### src/rtl/fetcher_cached_pkg.sv
// rtl/fetcher_cached_pkg.sv - shared fetch state encoding and default widths
package fetcher_cached_pkg;

  localparam int PC_BITS_DEFAULT    = 8;
  localparam int INSTR_BITS_DEFAULT = 16;

  typedef enum logic [1:0] {
    IDLE = 2'd0,
    MISS = 2'd1,
    DONE = 2'd2
  } fetch_state_t;

endpackage

### src/rtl/fetcher_cached_tag_store.sv
// rtl/fetcher_cached_tag_store.sv - direct-mapped valid/tag/data arrays with combinational lookup
module fetch_tag_store #(
  parameter int PC_BITS     = 8,
  parameter int INSTR_BITS  = 16,
  parameter int CACHE_DEPTH = 4
) (
  input  logic                  clk,
  input  logic                  reset,
  input  logic [PC_BITS-1:0]    lookup_pc,
  output logic                  hit,
  output logic [INSTR_BITS-1:0] hit_data,
  input  logic                  write_enable,
  input  logic [PC_BITS-1:0]    write_pc,
  input  logic [INSTR_BITS-1:0] write_data,
  input  logic                  flush
);

  localparam int IDX_BITS = $clog2(CACHE_DEPTH);
  localparam int TAG_BITS = PC_BITS - IDX_BITS;

  logic [CACHE_DEPTH-1:0] valid;
  logic [TAG_BITS-1:0]    tags  [CACHE_DEPTH];
  logic [INSTR_BITS-1:0]  data  [CACHE_DEPTH];

  logic [IDX_BITS-1:0] lookup_idx;
  logic [TAG_BITS-1:0] lookup_tag;
  logic [IDX_BITS-1:0] write_idx;
  logic [TAG_BITS-1:0] write_tag;

  assign lookup_idx = lookup_pc[IDX_BITS-1:0];
  assign lookup_tag = lookup_pc[PC_BITS-1:IDX_BITS];
  assign write_idx  = write_pc[IDX_BITS-1:0];
  assign write_tag  = write_pc[PC_BITS-1:IDX_BITS];

  assign hit      = valid[lookup_idx] && (tags[lookup_idx] == lookup_tag);
  assign hit_data = data[lookup_idx];

  // Flush takes priority over a coincident write: the entry must not become valid.
  always_ff @(posedge clk) begin
    if (!reset) begin
      valid <= '0;
      for (int i = 0; i < CACHE_DEPTH; i++) begin
        tags[i] <= '0;
        data[i] <= '0;
      end
    end else if (flush) begin
      valid <= '0;
    end else if (write_enable) begin
      valid[write_idx] <= 1'b1;
      tags[write_idx]  <= write_tag;
      data[write_idx]  <= write_data;
    end
  end

endmodule

### src/rtl/fetcher_cached.sv
// rtl/fetcher_cached.sv - instruction fetcher with a direct-mapped buffer in front of program memory
module fetcher_cached
  import fetcher_cached_pkg::*;
#(
  parameter int PC_BITS     = PC_BITS_DEFAULT,
  parameter int INSTR_BITS  = INSTR_BITS_DEFAULT,
  parameter int CACHE_DEPTH = 4,
  parameter int COUNT_BITS  = 16
) (
  input  logic                  clk,
  input  logic                  reset,
  input  logic                  fetch_enable,
  input  logic [PC_BITS-1:0]    pc,
  input  logic                  flush,
  output logic                  mem_read_valid,
  output logic [PC_BITS-1:0]    mem_read_address,
  input  logic                  mem_read_ready,
  input  logic [INSTR_BITS-1:0] mem_read_data,
  output logic                  instruction_ready,
  output logic [INSTR_BITS-1:0] instruction,
  output logic [COUNT_BITS-1:0] hit_count,
  output logic [COUNT_BITS-1:0] miss_count
);

  fetch_state_t state, next_state;

  logic                  lookup_hit;
  logic [INSTR_BITS-1:0] lookup_data;
  logic                  fill_done;
  logic                  fill_write;
  logic                  no_alloc;
  logic                  take_hit;
  logic                  take_miss;
  logic [INSTR_BITS-1:0] instr_buf;

  fetch_tag_store #(
    .PC_BITS    (PC_BITS),
    .INSTR_BITS (INSTR_BITS),
    .CACHE_DEPTH(CACHE_DEPTH)
  ) u_tag_store (
    .clk         (clk),
    .reset       (reset),
    .lookup_pc   (pc),
    .hit         (lookup_hit),
    .hit_data    (lookup_data),
    .write_enable(fill_write),
    .write_pc    (mem_read_address),
    .write_data  (mem_read_data),
    .flush       (flush)
  );

  // A flush in the lookup cycle forbids using the pre-flush contents.
  assign take_hit   = (state == IDLE) && fetch_enable && lookup_hit && !flush;
  assign take_miss  = (state == IDLE) && fetch_enable && !take_hit;
  assign fill_done  = (state == MISS) && mem_read_ready;
  assign fill_write = fill_done && !no_alloc && !flush;

  always_comb begin
    next_state = state;
    case (state)
      IDLE:    if (fetch_enable) next_state = take_hit ? DONE : MISS;
      MISS:    if (mem_read_ready) next_state = DONE;
      DONE:    if (!fetch_enable) next_state = IDLE;
      default: next_state = IDLE;
    endcase
  end

  always_ff @(posedge clk) begin
    if (!reset) begin
      state <= IDLE;
    end else begin
      state <= next_state;
    end
  end

  always_ff @(posedge clk) begin
    if (!reset) begin
      mem_read_valid   <= 1'b0;
      mem_read_address <= '0;
      instr_buf        <= '0;
      hit_count        <= '0;
      miss_count       <= '0;
      no_alloc         <= 1'b0;
    end else begin
      if (take_hit) begin
        instr_buf <= lookup_data;
        if (hit_count != '1) hit_count <= hit_count + COUNT_BITS'(1);
      end
      if (take_miss) begin
        mem_read_valid   <= 1'b1;
        mem_read_address <= pc;
        if (miss_count != '1) miss_count <= miss_count + COUNT_BITS'(1);
      end
      // An outstanding miss that sees a flush returns its data but must not allocate.
      if (fill_done) begin
        instr_buf      <= mem_read_data;
        mem_read_valid <= 1'b0;
        no_alloc       <= 1'b0;
      end else if ((state == MISS) && flush) begin
        no_alloc <= 1'b1;
      end
    end
  end

  assign instruction_ready = (state == DONE);
  assign instruction       = (state == DONE) ? instr_buf : '0;

endmodule

### config.mk
export PLATFORM = sky130hd
export DESIGN_NAME = fetcher_cached
export DESIGN_NICKNAME = d
export VERILOG_FILES = /design/src/rtl/fetcher_cached_pkg.sv /design/src/rtl/fetcher_cached_tag_store.sv /design/src/rtl/fetcher_cached.sv
export SDC_FILE = /design/constraint.sdc
export NUM_CORES = 1
export LEC_CHECK = 0
export ABC_AREA = 1
export BUFFER_PORTS_ARGS = -buffer_cell sky130_fd_sc_hd__buf_2
export CELL_PAD_IN_SITES_DETAIL_PLACEMENT = 1
export CELL_PAD_IN_SITES_GLOBAL_PLACEMENT = 1
export CORE_ASPECT_RATIO = 0.9
export CORE_MARGIN = 1
export CORE_UTILIZATION = 23
export DETAILED_ROUTE_END_ITERATION = 7
export GPL_TIMING_DRIVEN = 0
export HOLD_SLACK_MARGIN = 0.1
export PLACE_DENSITY = 0.54
export SLEW_MARGIN = 30
export SYNTH_ARGS = -nofsm -noshare
export SYNTH_HDL_FRONTEND = slang
export SYNTH_SLANG_ARGS = --single-unit
### constraint.sdc
create_clock -name clk -period 2.54 [get_ports clk]
set_input_delay 0.127 -clock clk [delete_from_list [all_inputs] [get_ports clk]]
set_output_delay 0.127 -clock clk [all_outputs]
set_load 0.02 [all_outputs]
# Yosys cells after proc, flatten, opt, wreduce, memory -nomap -nowiden
# Memory sizes are Yosys's and may differ from the RTL's.
# Index checks and enable logic that the tools add are counted.
[totals]
n_memories = 2
input_bits = 29
out_inout_bits = 58
mem_bits_rw = 88
register_bits = 64
word_cells = 70
[memory_table]
columns = ["memory", "words", "word_bits", "rd", "rd_ports_with_merged_regs", "wr", "line", "rtl"]
rows = [
  ["u_tag_store.data", 4, 16, 1, 0, 4, "fetcher_cached_tag_store.sv:23", "logic [INSTR_BITS-1:0] data [CACHE_DEPTH];"],
  ["u_tag_store.tags", 4, 6, 1, 0, 4, "fetcher_cached_tag_store.sv:22", "logic [TAG_BITS-1:0] tags [CACHE_DEPTH];"],
]
[op_classes]
muxes = 23
n_bitwise = 2
add_sub_neg = 2
n_reduce_logical = 22
n_eq_ne = 8
n_lt_le_gt_ge = 3
[ops]
columns = ["operator", "n"]
rows = [
  ["16-bit two-way mux", 4],
  ["16-bit by 1-bit adder with 16-bit output, second input constant", 2],
  ["16-bit inequality test, second input constant", 2],
  ["16-bit OR reduction", 1],
  ["2-bit two-way mux", 6],
  ["1-bit logical AND", 10],
  ["1-bit two-way mux", 9],
  ["6-bit equality test", 1],
  ["2-bit by 3-bit < comparator with 1-bit output, second input constant", 2],
  ["6-bit two-way mux", 1],
  ["2-bit inequality test, second input constant", 3],
  ["2-bit one-hot mux with 3 select lines", 1],
  ["6-bit OR reduction", 1],
  ["4-bit OR", 1],
  ["2-bit AND reduction", 2],
  ["2-bit OR reduction", 2],
  ["1-bit logical NOT", 3],
  ["3-bit AND reduction", 1],
  ["1-bit binary-select mux with 2-bit select", 1],
  ["1-bit demux with 2-bit select", 1],
  ["2-bit by 1-bit equality test with 1-bit output, second input constant", 1],
  ["2-bit equality test, second input constant", 1],
  ["2-bit by 1-bit greater-or-equal comparator with 1-bit output, second input constant", 1],
  ["2-bit logical NOT", 1],
  ["2 further kinds", 2],
]

# Logic depth before layout (Yosys ltp)
[depth]
word_depth = 10
depth_mapped = 14
depth_no_buf = 14

# Modules after synthesis
# Synthesis repeated with hierarchy kept, for this count alone.
[hier_totals]
cells_unflattened = 899
hier_area_um2 = 7393.3
[modules_own_cells]
columns = ["module", "cells_each", "instances", "area_each_um2", "seq_area_each_um2"]
rows = [
  ["fetch_tag_store", 411, 1, 4169.0, 2722.6],
  ["fetcher_cached", 488, 1, 3224.3, 1201.2],
]

# Least setup slack after synthesis
# OpenSTA, ideal clock, no wires.
[synth_path]
kind = "register to register"
start = "register state[1]"
end = "memory u_tag_store.data[1][0] (enable)"
slack_ns = 0.249
t_arrival_ns = 1.912
path_buffers = 1
setup_time_ns = 0.379
period_less_slack_ns = 2.291
path_stages_with_launch = 11
required_time_ns = 2.161
cell_sequence = "dfxtp_1 -> inv_1 -> nand2_1 -> nor2_4 -> inv_2 -> nor3_2 -> inv_1 -> nor2_1 -> nand2_1 -> clkbuf_1 -> nand2_1"
[synth_rtl]
columns = ["item", "line", "rtl"]
rows = [
  ["start: declaration", "fetcher_cached.sv:25", "fetch_state_t state, next_state;"],
  ["start signal: assignment", "fetcher_cached.sv:72", "state <= next_state;"],
  ["end: declaration", "fetcher_cached_tag_store.sv:23", ""],
]

==> metrics.md <==
| Metric | Value |
|---|---|
| Max_cap viols | `0` |
| Final cycle utilization of the critical path | `94.4%` |
| Worst-margin pin slew | `0.890 ns` |
| Worst slack, placed | `-0.758 ns` |
| Grt total ovfl | `0` |
| Vias in the first global route | `6591` |
| Initial antenna violation count | `0` |
| Worst vdd ir | `around 0.00044 V` |
| DP HPWL | `between 15 and 20 mm` |
| Max Fclk | `0.417 GHz` |
| ANT cells | `0` |
| Clock tree sinks | `roughly 150` |
| Dpl cell area | `8240 um2` |
| Mapped Cells | `878` |
| Worst setup path class | `register to register` |
| Post-synth top area share | `36.2%` |
| Placed cell count | `around 1400` |
| Critical path launch point type | `register` |
| WHS | `0.123 ns` |
| Final core utilization | `29.2%` |
| Post-synthesis register bit count | `152` |
| Slew HR | `40.7%` |
| Max Slew Vio Count | `0` |
| Final cell count without fillers | `1429` |
| CTS tree | `yes` |
| Fillers | `3737` |
| RSZ-0062 raised after global routing | `false` |
| Leakage power | `3.57 nW` |
| Fin crit period | `2.40 ns` |
| I/O pin cnt | `just under 90` |
| Clock tree buffer depth | `2` |
| Wirelength, routed | `24.6 mm` |
| Total power | `5.78 mW` |
| Final net count | `1038` |
| Post-Syn Area | `7290 um2` |
| Post-synthesis sequential area ratio | `53.8%` |
| YS warnings | `0` |
| Port Buffers | `85` |
| Syn_area_per_cell | `8.31 um2` |
| Fin. Hold Viols | `0` |
| Routed WL per cell | `around 17 um` |
| # setup viols final | `0` |
| Die area | `32400 um2` |
| Yosys top cell by area | `edfxtp_1` |
| Setup TNS | `0 ns` |
| DR iter-0 viols | `337` |
| First-pass DRT Iterations | `5` |
| Global-route wire length before repair | `38.0 mm` |
| Die H | `roughly 170 um` |
| P per Cell Area | `638 nW/um2` |
| Layout Cell Area excl Fill | `around 9000 um2` |
| Final ANT Viol Nets | `0` |
| Die W | `190 um` |
| Post-Syn Nets | `909` |
| Final WS setup | `between 0.1 and 0.15 ns` |
| Hold crit path type | `primary input to register` |
| Worst path arrival time | `approximately 2.5 ns` |
| Setup crit end kind | `register` |
| Site row count | `61` |
| Tot GR Track Use | `15.8%` |
| Status | `finished clean` |
| Core area | `31100 um2` |
| Area contributors post-synth | `edfxtp_1 36%, dfxtp_1 18%, nor2_1 9.9%` |
| Root Buffer | `clkbuf_16` |
| Layout overhead on the synthesized area | `24.4%` |
| Vias | `6421` |
| Layout Skew | `0.0105 ns` |
| Worst skew pair latency | `0.43 ns` |
| Pin count of the biggest net entering global routing | `23` |
| DR vias/cell | `4.49` |
| Critical path required time | `approximately 2.7 ns` |
| R2R Setup Slk | `~0.14 ns` |
| Clk pin slew, worst setup/hold paths | `~0.06 ns` |
| CTS buffer count | `17` |
| Initial Utilization | `23.5%` |
| CTS HTree Levels | `4` |
| Layout cell share with drive strength beyond 1 | `15.0%` |
| Post-route DRC | `0` |
| Placer Congestion | `around 0.81` |
| Critical path peak fanout | `22` |
| Synth cell types | `33` |
[worst paths after layout]
path,cells after the start,to,start
setup / recovery,10,u_tag_store.data[1][3],state[1]
hold reg to reg,2,u_tag_store.valid[3],u_tag_store.valid[3]
hold / removal,3,u_tag_store.data[3][15],mem_read_data[15]
setup reg to reg,10,u_tag_store.data[1][3],state[1]
[sequential cells by signal (all words and copies together) (netlist names)]
signal	cells
hit_count	16
instr_buf	16
mem_read_address	8
mem_read_valid	1
miss_count	16
no_alloc	1
state	2
u_tag_store.data	64
u_tag_store.tags	24
u_tag_store.valid	4
[power by group]
part | internal [mW] | leakage [nW] | switching [mW]
sequential | 2.69 | 1.43 | 0.0434
clock | 1.44 | 0.268 | 1.08
combinational | 0.161 | 1.87 | 0.374
total | 4.29 | 3.57 | 1.50
[cell type report]
class / instances / area (um2) / area share (%)
Multi-Input combinational cell: 602 / 2870 / 31.7
Clock inverter: 13 / 128 / 1.41
Buffer: 42 / 224 / 2.47
Sequential cell: 152 / 3920 / 43.2
Clock buffer: 19 / 433 / 4.77
Tap cell: 409 / 512 / 5.64
Timing Repair Buffer: 110 / 673 / 7.42
Inverter: 82 / 308 / 3.39
[worst max-delay path: stages, from the launching register on]
cell and delay, ns:
dfxtp_1 0.31, inv_1 0.07, nand2_1 0.10, nor2_4 0.14, inv_2 0.12, nor3_2 0.21
inv_1 0.11, nor2_1 0.16, nand2_1 0.26, clkbuf_4 0.35, nand2_8 0.23
[placed cells by master, fill, tap and decap left out, types with 3 or more instances in the layout]
master	netlist	final
xnor2_1	9	9
xor2_1	20	20
dfxtp_1	64	64
nor3_1	16	16
nand3_1	68	68
nand2_4	2	3
clkbuf_16	0	17
nand2_1	150	146
clkinv_1	3	6
inv_1	74	74
buf_2	10	95
a21oi_1	56	56
inv_2	5	6
nand2_2	2	4
nand4_1	17	17
edfxtp_1	88	88
o22ai_1	5	5
clkbuf_1	22	23
o21ai_0	35	35
buf_6	6	6
a221oi_1	8	8
o21ai_1	9	9
dlygate4sd3_1	0	24
nor2_1	192	192
[Yosys cell counts]
cell        n
nor2_1    192
nand2_1   150
edfxtp_1   88
inv_1      74
nand3_1    68
dfxtp_1    64
a21oi_1    56
o21ai_0    35
clkbuf_1   22
xor2_1     20
nand4_1    17
nor3_1     16
buf_2      10
o21ai_1     9
xnor2_1     9
a221oi_1    8
buf_6       6
inv_2       5
o22ai_1     5
buf_1       3
clkinv_1    3
ha_1        2
nand2_2     2
nand2_4     2
nand3b_1    2
nor2_4      2
nor3_2      2
buf_4       1
nand3_4     1
nor3_4      1
nor3b_2     1
or2_0       1
or2_2       1
[kinds of logic after synthesis]
group                      synth area share, %
AOI/OAI and AO/OA                         8.25
xor gates and xnor gates                  3.48
adders and majority gates                0.343
buffers and inverters                     7.22
DFF                                       53.8
and+or+nand+nor                           26.9
[layer usage]
metal  up-vias  share of wire [%]  GRT usage [%]
met4         0                1.6           4.56
met2       117                 46           25.7
met3        24                3.7           3.34
met1      3114                 49           21.1
met5         -                  0              0
li1       3166                  -              -
[repair_timing]
item / in CTS / in global routing
endpoints found under the setup margin: 59 / 24
hold endpoints to repair: 67 / 0
gates resized for setup: 5 / 2
setup buffers: 1 / 0
pin swaps: 1 / 0
hold buffers: 24 / 0
Power figures use the tool's default switching activity.
